<file path="src/rtl/fetch_unit_pkg.sv">
// Shared definitions for the instruction-fetch stage: global widths, the
// pipe-register flush masks, the fetch state encoding and the skid entry.
// Optional feature macro: BRANCH_PREDICT_EN (LUT prediction steers next PC).
`ifndef ADDR_WIDTH
`define ADDR_WIDTH 32
`endif
`ifndef INST_WIDTH
`define INST_WIDTH 32
`endif
`ifndef NUM_PIPE_MASKS
`define NUM_PIPE_MASKS 5
`endif
`ifndef PIPE_REG_PC
`define PIPE_REG_PC 5'b00001
`endif
`ifndef PIPE_REG_IF_ID
`define PIPE_REG_IF_ID 5'b00010
`endif

package fetch_unit_pkg;

  // All-zero word decodes as a NOP downstream.
  localparam logic [`INST_WIDTH-1:0] NOP_INSTR = '0;

  typedef enum logic [1:0] {
    ST_FETCH    = 2'd0,  // request pending on pc
    ST_BUFFERED = 2'd1,  // response parked in the skid entry while stalled
    ST_DRAIN    = 2'd2   // redirected while a request is outstanding
  } fetch_state_t;

  typedef struct packed {
    logic [`ADDR_WIDTH-1:0] pc;
    logic [`INST_WIDTH-1:0] instr;
    logic                   taken;
  } skid_entry_t;

endpackage

</file>
<file path="src/rtl/fetch_unit_skid_buffer.sv">
// Single-entry skid buffer holding a fetched word that arrived while
// decode was stalled. Clear beats load beats unload.
module fetch_skid_buffer
  import fetch_unit_pkg::*;
(
  input  logic        clk,
  input  logic        reset,
  input  logic        i_load,
  input  logic        i_unload,
  input  logic        i_clear,
  input  skid_entry_t i_entry,
  output logic        o_valid,
  output skid_entry_t o_entry
);

  logic        r_valid;
  skid_entry_t r_entry;

  // Capture on load, release on unload, flush on clear/reset.
  always_ff @(posedge clk) begin
    if (reset || i_clear) begin
      r_valid <= 1'b0;
      r_entry <= '0;
    end else if (i_load) begin
      r_valid <= 1'b1;
      r_entry <= i_entry;
    end else if (i_unload) begin
      r_valid <= 1'b0;
    end
  end

  assign o_valid = r_valid;
  assign o_entry = r_entry;

endmodule

</file>
<file path="src/rtl/fetch_unit.sv">
// Instruction-fetch stage: PC, imem handshake, IF/ID register, skid entry
// for stalls and a drain state for redirects that race a slow memory.
// Optional feature macro: BRANCH_PREDICT_EN.
module fetch_unit
  import fetch_unit_pkg::*;
(
  input  logic                       clk,
  input  logic                       reset,
  input  logic                       stall,
  input  logic [`NUM_PIPE_MASKS-1:0] flush,
  input  logic [`ADDR_WIDTH-1:0]     jump_address,
  output logic [`ADDR_WIDTH-1:0]     pc,
  input  logic                       take_branch,
  input  logic [`ADDR_WIDTH-1:0]     branch_predict,
  output logic                       imem_req,
  output logic [`ADDR_WIDTH-1:0]     imem_addr,
  input  logic                       imem_ready,
  input  logic [`INST_WIDTH-1:0]     imem_data,
  output logic                       if_id_valid,
  output logic [`ADDR_WIDTH-1:0]     if_id_pc,
  output logic [`INST_WIDTH-1:0]     if_id_instr,
  output logic                       if_id_branch_taken
);

  localparam logic [`NUM_PIPE_MASKS-1:0] MASK_USED = `PIPE_REG_PC | `PIPE_REG_IF_ID;

  fetch_state_t           r_state, w_next_state;
  logic [`ADDR_WIDTH-1:0] r_pc, r_pending_target, w_next_seq, w_target;
  logic                   r_if_id_valid, r_if_id_taken;
  logic [`ADDR_WIDTH-1:0] r_if_id_pc;
  logic [`INST_WIDTH-1:0] r_if_id_instr;
  logic                   w_redirect, w_kill, w_accept, w_pred, w_unused;
  logic                   w_skid_load, w_skid_unload, w_skid_valid;
  skid_entry_t            w_skid_in, w_skid_out;

  assign w_redirect = |(flush & `PIPE_REG_PC);
  assign w_kill     = |(flush & `PIPE_REG_IF_ID);

`ifdef BRANCH_PREDICT_EN
  assign w_pred   = take_branch;
  assign w_target = branch_predict;
  assign w_unused = ^(flush & ~MASK_USED);
`else
  // Without prediction every taken branch is resolved by an EX flush.
  assign w_pred   = 1'b0;
  assign w_target = '0;
  assign w_unused = ^{flush & ~MASK_USED, take_branch, branch_predict};
`endif

  // Request drops combinationally during reset so the very first
  // post-reset cycle already fetches address 0.
  assign imem_req   = ~reset && (r_state != ST_BUFFERED);
  assign imem_addr  = r_pc;  // pc is frozen during DRAIN, so the old address holds
  assign pc         = r_pc;
  assign w_accept   = (r_state == ST_FETCH) && imem_req && imem_ready && !w_redirect;
  assign w_next_seq = w_pred ? w_target : r_pc + `ADDR_WIDTH'(1);

  assign w_skid_in     = '{pc: r_pc, instr: imem_data, taken: w_pred};
  assign w_skid_load   = w_accept && stall;
  assign w_skid_unload = (r_state == ST_BUFFERED) && !stall && !w_redirect;

  fetch_skid_buffer u_skid (
    .clk      (clk),
    .reset    (reset),
    .i_load   (w_skid_load),
    .i_unload (w_skid_unload),
    .i_clear  (w_redirect),
    .i_entry  (w_skid_in),
    .o_valid  (w_skid_valid),
    .o_entry  (w_skid_out)
  );

  // State register.
  always_ff @(posedge clk) begin
    if (reset) r_state <= ST_FETCH;
    else       r_state <= w_next_state;
  end

  // Next-state logic: redirect > stall > normal.
  always_comb begin
    w_next_state = r_state;
    case (r_state)
      ST_FETCH: begin
        if (w_redirect) begin
          if (imem_req && !imem_ready) w_next_state = ST_DRAIN;
        end else if (w_accept && stall) begin
          w_next_state = ST_BUFFERED;
        end
      end
      ST_BUFFERED: if (w_redirect || !stall) w_next_state = ST_FETCH;
      ST_DRAIN:    if (imem_ready) w_next_state = ST_FETCH;
      default:     w_next_state = ST_FETCH;
    endcase
  end

  // Program counter and the redirect target parked during a drain.
  always_ff @(posedge clk) begin
    if (reset) begin
      r_pc             <= '0;
      r_pending_target <= '0;
    end else begin
      if (w_redirect) r_pending_target <= jump_address;
      case (r_state)
        ST_FETCH: begin
          if (w_redirect) begin
            if (imem_ready || !imem_req) r_pc <= jump_address;
          end else if (w_accept) begin
            r_pc <= w_next_seq;
          end
        end
        ST_BUFFERED: if (w_redirect) r_pc <= jump_address;
        ST_DRAIN: begin
          // A redirect landing with the final response is the latest one.
          if (imem_ready) r_pc <= w_redirect ? jump_address : r_pending_target;
        end
        default: r_pc <= r_pc;
      endcase
    end
  end

  // IF/ID register: kill > stall hold > load from memory or skid > bubble.
  always_ff @(posedge clk) begin
    if (reset) begin
      r_if_id_valid <= 1'b0;
      r_if_id_pc    <= '0;
      r_if_id_instr <= NOP_INSTR;
      r_if_id_taken <= 1'b0;
    end else if (w_kill) begin
      r_if_id_valid <= 1'b0;
    end else if (!stall) begin
      if (w_accept) begin
        r_if_id_valid <= 1'b1;
        r_if_id_pc    <= r_pc;
        r_if_id_instr <= imem_data;
        r_if_id_taken <= w_pred;
      end else if (w_skid_unload && w_skid_valid) begin
        r_if_id_valid <= 1'b1;
        r_if_id_pc    <= w_skid_out.pc;
        r_if_id_instr <= w_skid_out.instr;
        r_if_id_taken <= w_skid_out.taken;
      end else begin
        r_if_id_valid <= 1'b0;
      end
    end
  end

  assign if_id_valid        = r_if_id_valid;
  assign if_id_pc           = r_if_id_pc;
  assign if_id_instr        = r_if_id_instr;
  assign if_id_branch_taken = r_if_id_taken;

endmodule

</file>
<file path="config.mk">
export PLATFORM = sky130hd
export DESIGN_NAME = fetch_unit
export DESIGN_NICKNAME = d
export VERILOG_FILES = /design/src/rtl/fetch_unit_pkg.sv /design/src/rtl/fetch_unit_skid_buffer.sv /design/src/rtl/fetch_unit.sv
export SDC_FILE = /design/constraint.sdc
export NUM_CORES = 1
export LEC_CHECK = 0
export CAP_MARGIN = 40
export CORE_MARGIN = 2
export CORE_UTILIZATION = 45
export DETAILED_ROUTE_END_ITERATION = 10
export PLACE_DENSITY = 0.76
export SYNTH_ARGS = -nofsm -noshare
export SYNTH_HDL_FRONTEND = slang
export SYNTH_SLANG_ARGS = --single-unit
export TNS_END_PERCENT = 5
</file>
<file path="constraint.sdc">
create_clock -name clk -period 3 [get_ports clk]
set_input_delay 0.6 -clock clk [delete_from_list [all_inputs] [get_ports clk]]
set_output_delay 0.6 -clock clk [all_outputs]
set_load 0.01 [all_outputs]
</file>
==> results.sh, run 1 <==
export IMPL_drc=0
export IMPL_power_total_w=0.00631
export IMPL_setup_viol=0
export IMPL_rsz0062_at_grt="no"
export IMPL_cp_arrival_ns=2.15
export IMPL_ys_ff_latch=196
export IMPL_vias=8722
export IMPL_drtAntennaViolNets=0
export IMPL_insertion_delay_ns=0.43
export IMPL_ys_seq_area_frac=0.422
export IMPL_final_cell_area_um2=11900
export IMPL_placed_area_um2=11300
export IMPL_cts_tree="done"
export IMPL_hp_class="input port to register"
export IMPL_fin_hold_ws_ns=0.415
export IMPL_firstDrtPassIters=5
export IMPL_totalNegativeSetupSlack_ns=0
export IMPL_max_stage_delay_ns=0.63
export IMPL_antenna_cells=0
export IMPL_numCtsBuffers=17
export IMPL_hpwlAfterDp_um=17600
export IMPL_critical_path_top_delay_family="buffers and inverters"
export IMPL_clock_skew_ns=0.00862
export IMPL_grt_pass1_vias=8106
export IMPL_synth_flop_cell="dfxtp_1"
export IMPL_fmax_mhz=364
export IMPL_initialDrtViolationCount=569
export IMPL_finalCritPeriodShare=0.917
export IMPL_syn_area_um2=9300
export IMPL_min_to="r_state[1]$_SDFFE_PP0P_"
export IMPL_drv_cap=0
export IMPL_rows=52
export IMPL_die_h_um=148
export IMPL_crit_buf_inv=2
export IMPL_worst_pin_slew_ns=0.772
export IMPL_cts_root_buf="clkbuf_16"
export IMPL_viasPerCell=5.60
export IMPL_critical_path_slowest_cell="clkdlybuf4s50_1"
export IMPL_post_cts_buffers=0
export IMPL_synth_nets=1266
export IMPL_antenna_found_initial=0
export IMPL_cp_start_kind="register"
export IMPL_p_leak_nw=4.13
export IMPL_ir_worst_vdd_mv=0.390
export IMPL_power_density_nw_per_um2=531
export IMPL_r2r_start="r_state[0]$_SDFFE_PP0P_"
export IMPL_r2r_cells=7
export IMPL_htreeDepth=4
export IMPL_worstPathRequired_ns=2.40
export IMPL_fin_cells=1557
export IMPL_power_switching_w=0.00185
export IMPL_wl_um=26600
export IMPL_die_area_um2=21800
export IMPL_syn_inst=1155
export IMPL_internal_power_w=0.00446
export IMPL_grt_overflow=0
export IMPL_async_flop_share=0
export IMPL_hold_violations=0
export IMPL_avgSynthCellArea_um2=8.05
export IMPL_r2r_slack_ns=0.55
export IMPL_gp_congestion=0.890
export IMPL_worst_path_max_fanout=5
export IMPL_syn_to_final_growth_pct=27.6
export IMPL_ys_warn_count=0
export IMPL_fin_nets=1386
export IMPL_coreArea_um2=20200
export IMPL_hold_buffers=0
export IMPL_initial_core_util=0.459
export IMPL_regToRegEndpoint="imem_addr[30]$_SDFFE_PP0P_"
export IMPL_share_comb_of_total_power=0.191
export IMPL_end_kind="output port"
export IMPL_track_usage=0.241
export IMPL_num_io_pins=237
export IMPL_yosysUniqueCellTypes=65
export IMPL_seq_power_share=0.456
export IMPL_swShare=0.294
export IMPL_final_max_slew_viol_count=0
export IMPL_io_buffer_count=199
export IMPL_clockBufferDepth=2
export IMPL_crit_chain="inv_1, ha_1, nor2_1, clkdlybuf4s50_1"
export IMPL_period_needed_ns=2.75
export IMPL_wl_per_cell_um=17.1
export IMPL_drive_above_1_share=0.0777
export IMPL_hold_start="reset"
export IMPL_clkSinkCount=196
export IMPL_critical_path_class="register to output port"
export IMPL_status="complete, no violations"
export IMPL_p_clk_frac=0.353
export IMPL_grt_pass1_wl_um=42500
export IMPL_max_slew_margin=0.485
export IMPL_cts_resized_gates=0
export IMPL_dp_cells=1526
export IMPL_hold_depth=2
export IMPL_clk_transition_reported_paths_ns=0.07
export IMPL_die_w_um=148
export IMPL_grt_max_degree=131
export IMPL_synth_edf_count=0
==> cells by family (layout without fill, tap and decap cells) <==
logic type / count (synthesis) / after routing / share of synthesized area
multiplexers: 70 / 70 / 0.0766
XOR/XNOR: 4 / 4 / 0.00377
other: 1 / 1 / 0.000403
AO/OA/AOI/OAI: 274 / 274 / 0.194
flip-flops: 196 / 196 / 0.422
buffers and inverters: 145 / 277 / 0.0814
AND/OR/NAND/NOR: 460 / 460 / 0.215
adder cells (fa/ha/maj): 5 / 5 / 0.00673
==> stage by stage <==
step | utilization | setup WS [ns]
global route | 0.586 | 0.203
floorplan | - | 0.822
global placement | 0.558 | 0.377
detailed placement | 0.558 | 0.323
CTS | 0.586 | 0.253
finish | 0.586 | 0.250
==> placed cells by master (no fill, tap or decap), types with 8 or more instances in the layout <==
cell type,instances
nor2b_1,14
inv_1,9
mux2i_1,61
clkbuf_16,17
nor4_1,9
a22o_1,11
dfxtp_1,196
clkdlybuf4s50_1,197
nand2_1,233
a211oi_1,37
buf_4,33
nand4_1,18
nor3_1,14
o21ai_0,23
mux2_2,9
a311oi_1,35
a21oi_1,109
nand3_1,11
nor2_1,126
a21o_1,8
==> worst reg2reg max path: stages (launching register included) <==
cell and delay (ns):
dfxtp_1 0.37, inv_1 0.09, ha_1 0.30, or3b_2 0.23
a21oi_1 0.08, or3_2 0.52, or3_2 0.49, o32ai_1 0.28
==> worst max path at each step <==
| stage | start | endpoint | slack [ns] | cells past startpoint |
|---|---|---|---|---|
| after global routing | r_state[1]$_SDFFE_PP0P_ | imem_req | 0.20 | 4 |
| final | r_state[1]$_SDFFE_PP0P_ | imem_req | 0.25 | 4 |
| after global placement | imem_ready | if_id_instr[17]$_SDFFE_PP0P_ | 0.38 | 7 |
| after CTS | r_state[1]$_SDFFE_PP0P_ | imem_req | 0.25 | 4 |
| after detailed placement | imem_ready | if_id_instr[29]$_SDFFE_PP0P_ | 0.32 | 7 |
| after floorplan | reset | u_skid.o_entry[15]$_SDFFE_PP0P_ | 0.82 | 9 |
==> layout make-up <==
type                       instances  area [um^2]
fill                            1796         8370
clock inverter                    14          145
clock buffer                      17          425
sequential                       196         3920
timing repair buffer             237         2340
inverter                           9         33.8
tap                              270          338
multi-input combinational        814         4660
==> Yosys cell counts (18+ instances only) <==
cell type / instances / area (um^2)
a21oi_1: 109 / 546
nand2_1: 234 / 878
buf_2: 23 / 115
dfxtp_1: 196 / 3920
o21ai_0: 23 / 115
a311oi_1: 35 / 307
nor2_1: 127 / 477
nand4_1: 18 / 113
clkbuf_1: 65 / 244
buf_4: 35 / 263
a211oi_1: 38 / 285
mux2i_1: 61 / 611
==> flip-flops by register name, summed over array words and instances (netlist names) <==
signal and count:
u_skid.o_valid 1, u_skid.o_entry 64, r_pending_target 32, r_state 2
if_id_valid 1, if_id_pc 32, if_id_instr 32, imem_addr 32
==> per-layer routing <==
metal | up-vias | track usage | part of all wire
met5 | - | 0 | 0
met4 | 0 | 0.0745 | 0.019
met3 | 38 | 0.0481 | 0.067
met2 | 311 | 0.404 | 0.48
met1 | 4116 | 0.313 | 0.44
li1 | 4257 | - | -
==> power groups by stage <==
stage	Clock, W	Combinational (W)	Sequential (W)
after floorplan	0	0.000682	0.00290
after global placement	0	0.00118	0.00293
after detailed placement	0	0.00119	0.00294
after CTS	0.00227	0.00120	0.00288
after global routing	0.00238	0.00129	0.00290
final	0.00223	0.00120	0.00288
Power figures use the tool's default switching activity.
==> inputs of run 2 (changes only) <==
Settings changed: REMOVE_ABC_BUFFERS set to 1.
==> run 2 against run 1 <==
Against the previous run: sequential share of layout area is 0.080 points lower; non-clock buffer count is 3 lower; sequential power hardly changed; register-to-register slack lost 0.18 ns; combinational power hardly changed; clock-buffer cell count up 2; final cell count is 0.13% lower; core utilization up 0.14 points; first-iteration DRC count up 27%; clock power grew 13%; largest power group unchanged.
==> results.sh, run 2 (synthesis gave the netlist of run 1 again) <==
export IMPL_status="complete, no violations"
export IMPL_clock_skew_ns=0.0121
export IMPL_post_cts_buffers=0
export IMPL_fin_nets=1383
export IMPL_cts_tree="done"
export IMPL_ir_worst_vdd_mv=0.364
export IMPL_totalNegativeSetupSlack_ns=0
export IMPL_startpoint="r_state[1]$_SDFFE_PP0P_"
export IMPL_worstPathRequired_ns=2.40
export IMPL_layout_common_cells="nand2_1 (233), clkdlybuf4s50_1 (197), dfxtp_1 (196)"
export IMPL_grt_pass1_vias=8064
export IMPL_grt_overflow=0
export IMPL_drive_above_1_share=0.0755
export IMPL_antenna_found_initial=1
export IMPL_clkSinkCount=196
export IMPL_hold_start="u_skid.o_entry[47]$_SDFFE_PP0P_"
export IMPL_hp_class="register to register"
export IMPL_final_cell_area_um2=11900
export IMPL_num_io_pins=237
export IMPL_dp_cells=1523
export IMPL_hold_buffers=0
export IMPL_power_total_w=0.00655
export IMPL_final_common_cell="nand2_1"
export IMPL_coreArea_um2=20200
export IMPL_viasPerCell=5.53
export IMPL_setup_viol=0
export IMPL_largest_register_ffs=64
export IMPL_fin_cells=1555
export IMPL_track_usage=0.231
export IMPL_clk_transition_reported_paths_ns=0.07
export IMPL_die_w_um=148
export IMPL_wl_per_cell_um=16.3
export IMPL_drtAntennaViolNets=0
export IMPL_cp_start_kind="register"
export IMPL_die_area_um2=21800
export IMPL_die_h_um=148
export IMPL_placed_area_um2=11200
export IMPL_htreeDepth=4
export IMPL_period_needed_ns=2.80
export IMPL_end_kind="output port"
export IMPL_critical_path_class="register to output port"
export IMPL_cts_resized_gates=0
export IMPL_grt_pass1_wl_um=41200
export IMPL_rsz0062_at_grt="no"
export IMPL_wl_um=25400
export IMPL_worst_pin_slew_ns=0.883
export IMPL_drv_cap=0
export IMPL_final_max_slew_viol_count=0
export IMPL_cp_arrival_ns=2.20
export IMPL_power_density_nw_per_um2=551
export IMPL_hold_violations=0
export IMPL_finalCritPeriodShare=0.935
export IMPL_worst_path_max_fanout=12
export IMPL_numCtsBuffers=17
export IMPL_r2r_start="r_state[1]$_SDFFE_PP0P_"
export IMPL_p_leak_nw=4.16
export IMPL_firstDrtPassIters=6
export IMPL_hpwlAfterDp_um=16400
export IMPL_grt_max_degree=101
export IMPL_fmax_mhz=357
export IMPL_drc=0
export IMPL_max_slew_margin=0.411
export IMPL_io_buffer_count=199
export IMPL_vias=8597
export IMPL_rows=52
export IMPL_gp_congestion=0.894
export IMPL_insertion_delay_ns=0.43
export IMPL_cts_root_buf="clkbuf_16"
export IMPL_clockBufferDepth=2
export IMPL_initialDrtViolationCount=720
export IMPL_syn_to_final_growth_pct=28.0
export IMPL_initial_core_util=0.459
run 2: cell types whose count changed in the layout (fill, tap and decap cells not counted):
| cell | previous run | this run |
|---|---|---|
| clkbuf_8 | 0 | 1 |
| inv_8 | 2 | 0 |
| clkinvlp_4 | 3 | 0 |
| buf_4 | 33 | 32 |
| clkinv_2 | 0 | 3 |
| diode_2 | 0 | 1 |
| clkinv_4 | 5 | 1 |
| and3_1 | 5 | 4 |
| bufinv_16 | 1 | 5 |
| clkbuf_1 | 0 | 1 |
| and3_2 | 1 | 2 |
| buf_12 | 6 | 4 |
run 2: critical path, stage by stage (launching register included):
cell and delay, ns:
dfxtp_1 0.36, inv_1 0.08, ha_1 0.34, nor2_1 0.37, clkdlybuf4s50_1 0.62
run 2: final timing paths:
path | to | slack [ns] | cells past startpoint
hold reg to reg | u_skid.o_entry[47]$_SDFFE_PP0P_ | 0.45 | 2
setup / recovery | imem_req | 0.20 | 4
setup reg to reg | imem_addr[28]$_SDFFE_PP0P_ | 0.37 | 7
hold / removal | u_skid.o_entry[47]$_SDFFE_PP0P_ | 0.45 | 2
run 2: area by class of cell:
| type | instances | area, um^2 |
|---|---|---|
| diodes | 1 | 2.50 |
| clock buffers | 19 | 443 |
| clock inverters | 12 | 200 |
| fillers | 1834 | 8340 |
| inverters | 9 | 33.8 |
| multi-input cells | 814 | 4660 |
| flip-flops and latches | 196 | 3920 |
| well taps | 270 | 338 |
| repair buffers | 234 | 2300 |
run 2: per-stage QoR:
stage	setup slack (ns)	hold WS (ns)	util
final	0.195	0.453	0.588
after global routing	0.0539	0.473	0.588
after CTS	0.186	0.456	0.588
after detailed placement	0.287	0.446	0.556
after global placement	0.327	0.441	0.556
after floorplan	-7.94	0.436	-
run 2: where the power goes:
part | leakage, nW | switching, W | total, W | internal, W
Sequential | 1.59 | 0.000152 | 0.00286 | 0.00271
Clock | 0.318 | 0.00100 | 0.00251 | 0.00150
Combinational | 2.24 | 0.000611 | 0.00118 | 0.000574
Total | 4.16 | 0.00176 | 0.00655 | 0.00479
run 2: per-layer routing:
layer,routed length (um),up-vias,track usage
li1,-,4241,-
met1,11700,4037,0.309
met2,11900,288,0.382
met3,1420,31,0.0407
met4,307,0,0.0740
met5,0,-,0
==> inputs of run 3 (changes only) <==
Settings changed: CORE_UTILIZATION 45 to 50, PLACE_DENSITY 0.76 to 0.83.
==> run 3 against run 2 <==
Against the previous run: the flow now finishes with violations (design-rule violations); clock skew shrank 0.0013 ns; core utilization grew 6.5 points; combinational power is essentially flat; power shrank 2.5%; cell area shrank 0.79%; worst setup slack lost 0.066 ns; largest power group unchanged.
==> results.sh, run 3 (synthesis gave the netlist of run 1 again) <==
export IMPL_gp_congestion=0.869
export IMPL_cts_root_buf="clkbuf_16"
export IMPL_hp_class="register to register"
export IMPL_power_switching_w=0.00177
export IMPL_worst_path_max_fanout=10
export IMPL_insertion_delay_ns=0.44
export IMPL_clk_transition_reported_paths_ns=0.07
export IMPL_hpwlAfterDp_um=16900
export IMPL_track_usage=0.261
export IMPL_max_stage_delay_ns=0.59
export IMPL_finalCritPeriodShare=0.957
export IMPL_period_needed_ns=2.87
export IMPL_p_leak_nw=4.13
export IMPL_final_max_slew_viol_count=0
export IMPL_layout_common_cells="nand2_1 (233), clkdlybuf4s50_1 (197), dfxtp_1 (196)"
export IMPL_antenna_cells=0
export IMPL_grt_pass1_wl_um=41500
export IMPL_fin_nets=1384
export IMPL_ir_worst_vdd_mv=0.310
export IMPL_fmax_mhz=348
export IMPL_swShare=0.277
export IMPL_die_area_um2=19700
export IMPL_cts_tree="done"
export IMPL_clock_skew_ns=0.0108
export IMPL_die_h_um=140
export IMPL_die_w_um=140
export IMPL_grt_overflow=0
export IMPL_grt_max_degree=99
export IMPL_final_core_util=0.653
export IMPL_htreeDepth=4
export IMPL_coreArea_um2=18100
export IMPL_io_buffer_count=199
export IMPL_dr_wl_met3_um=1850
export IMPL_status="finished, violations left"
export IMPL_cp_start_kind="register"
export IMPL_fillerInstances=1489
export IMPL_power_total_w=0.00639
export IMPL_critical_path_top_delay_family="buffers and inverters"
export IMPL_num_io_pins=237
export IMPL_clkSinkCount=196
export IMPL_critical_path_slowest_cell="clkdlybuf4s50_1"
export IMPL_violations="design-rule violations"
export IMPL_drtAntennaViolNets=0
export IMPL_largest_register_ffs=64
export IMPL_hold_violations=0
export IMPL_share_comb_of_total_power=0.185
export IMPL_rows=49
export IMPL_hold_buffers=0
export IMPL_drv_cap=0
export IMPL_viasPerCell=5.82
export IMPL_totalNegativeSetupSlack_ns=0
export IMPL_antenna_found_initial=0
export IMPL_crit_chain="inv_1, ha_1, buf_4, nor2_2, clkdlybuf4s50_1"
export IMPL_max_slew_margin=0.485
export IMPL_wl_um=25900
export IMPL_rsz0062_at_grt="no"
export IMPL_syn_to_final_growth_pct=26.9
export IMPL_numCtsBuffers=17
export IMPL_internal_power_w=0.00462
export IMPL_setup_viol=0
export IMPL_critical_path_class="register to output port"
export IMPL_seq_area_um2=3920
export IMPL_final_common_cell="nand2_1"
export IMPL_initial_core_util=0.514
export IMPL_crit_buf_inv=3
export IMPL_grt_pass1_vias=8123
export IMPL_firstDrtPassIters=11
export IMPL_wl_per_cell_um=17.1
export IMPL_drive_above_1_share=0.0755
export IMPL_vias=8800
export IMPL_power_density_nw_per_um2=542
export IMPL_wl_met1_um=11200
export IMPL_end_kind="output port"
export IMPL_seq_power_share=0.449
export IMPL_worst_pin_slew_ns=0.766
export IMPL_highest_layer="met4"
export IMPL_initialDrtViolationCount=659
export IMPL_drc=1
export IMPL_route_met2_wl_um=12400
export IMPL_p_clk_frac=0.366
export IMPL_cp_arrival_ns=2.27
export IMPL_multiInputGateArea_um2=4660
export IMPL_worstPathRequired_ns=2.40
export IMPL_clockBufferDepth=2
run 3: area by class of cell:
cell class	instances	share of cell area
Clock buffer	19	0.0375
Clock inverter	11	0.0128
Inverter	9	0.00286
Multi-Input combinational cell	814	0.395
Sequential cell	196	0.332
Tap cell	229	0.0243
Timing Repair Buffer	235	0.195
run 3: repair_timing:
action	in CTS	in global routing
hold endpoints to repair	0	0
gates resized for setup	0	1
setup endpoints to repair	0	1
buffers inserted	0	0
run 3: worst min-delay path, stage by stage (launching register included):
cell	delay (ns)
dfxtp_1	0.31
nand2_1	0.05
a21oi_1	0.05
run 3: worst paths after layout:
path                              startpoint  depth (start not counted)                         endpoint  slack (ns)
max                  r_state[1]$_SDFFE_PP0P_                          5                         imem_req        0.13
min          u_skid.o_entry[63]$_SDFFE_PP0P_                          2  u_skid.o_entry[63]$_SDFFE_PP0P_        0.45
max reg2reg          r_state[1]$_SDFFE_PP0P_                          8       imem_addr[30]$_SDFFE_PP0P_        0.40
min reg2reg  u_skid.o_entry[63]$_SDFFE_PP0P_                          2  u_skid.o_entry[63]$_SDFFE_PP0P_        0.45
run 3: routing by layer:
layer / up-vias / GRT usage
li1: 4240 / -
met1: 4173 / 0.341
met2: 347 / 0.437
met3: 40 / 0.0438
met4: 0 / 0.0888
met5: - / 0
run 3: stage by stage:
step | cells | area, um^2 | hold slack (ns) | setup WS [ns]
2_1_floorplan | 1019 | 8570 | 0.436 | -7.94
3_3_place_gp | 1483 | 11200 | 0.441 | 0.342
3_5_place_dp | 1483 | 11200 | 0.446 | 0.264
4_1_cts | 1513 | 11800 | 0.455 | 0.0377
5_1_grt | 1513 | 11800 | 0.469 | 0.00793
6_report | 1513 | 11800 | 0.453 | 0.129
run 3: power groups by stage:
stage	registers [W]	logic (W)	clock network [W]
2_1_floorplan	0.00296	0.000474	0
3_3_place_gp	0.00292	0.00115	0
3_5_place_dp	0.00292	0.00117	0
4_1_cts	0.00286	0.00118	0.00237
5_1_grt	0.00289	0.00127	0.00248
6_report	0.00287	0.00118	0.00234
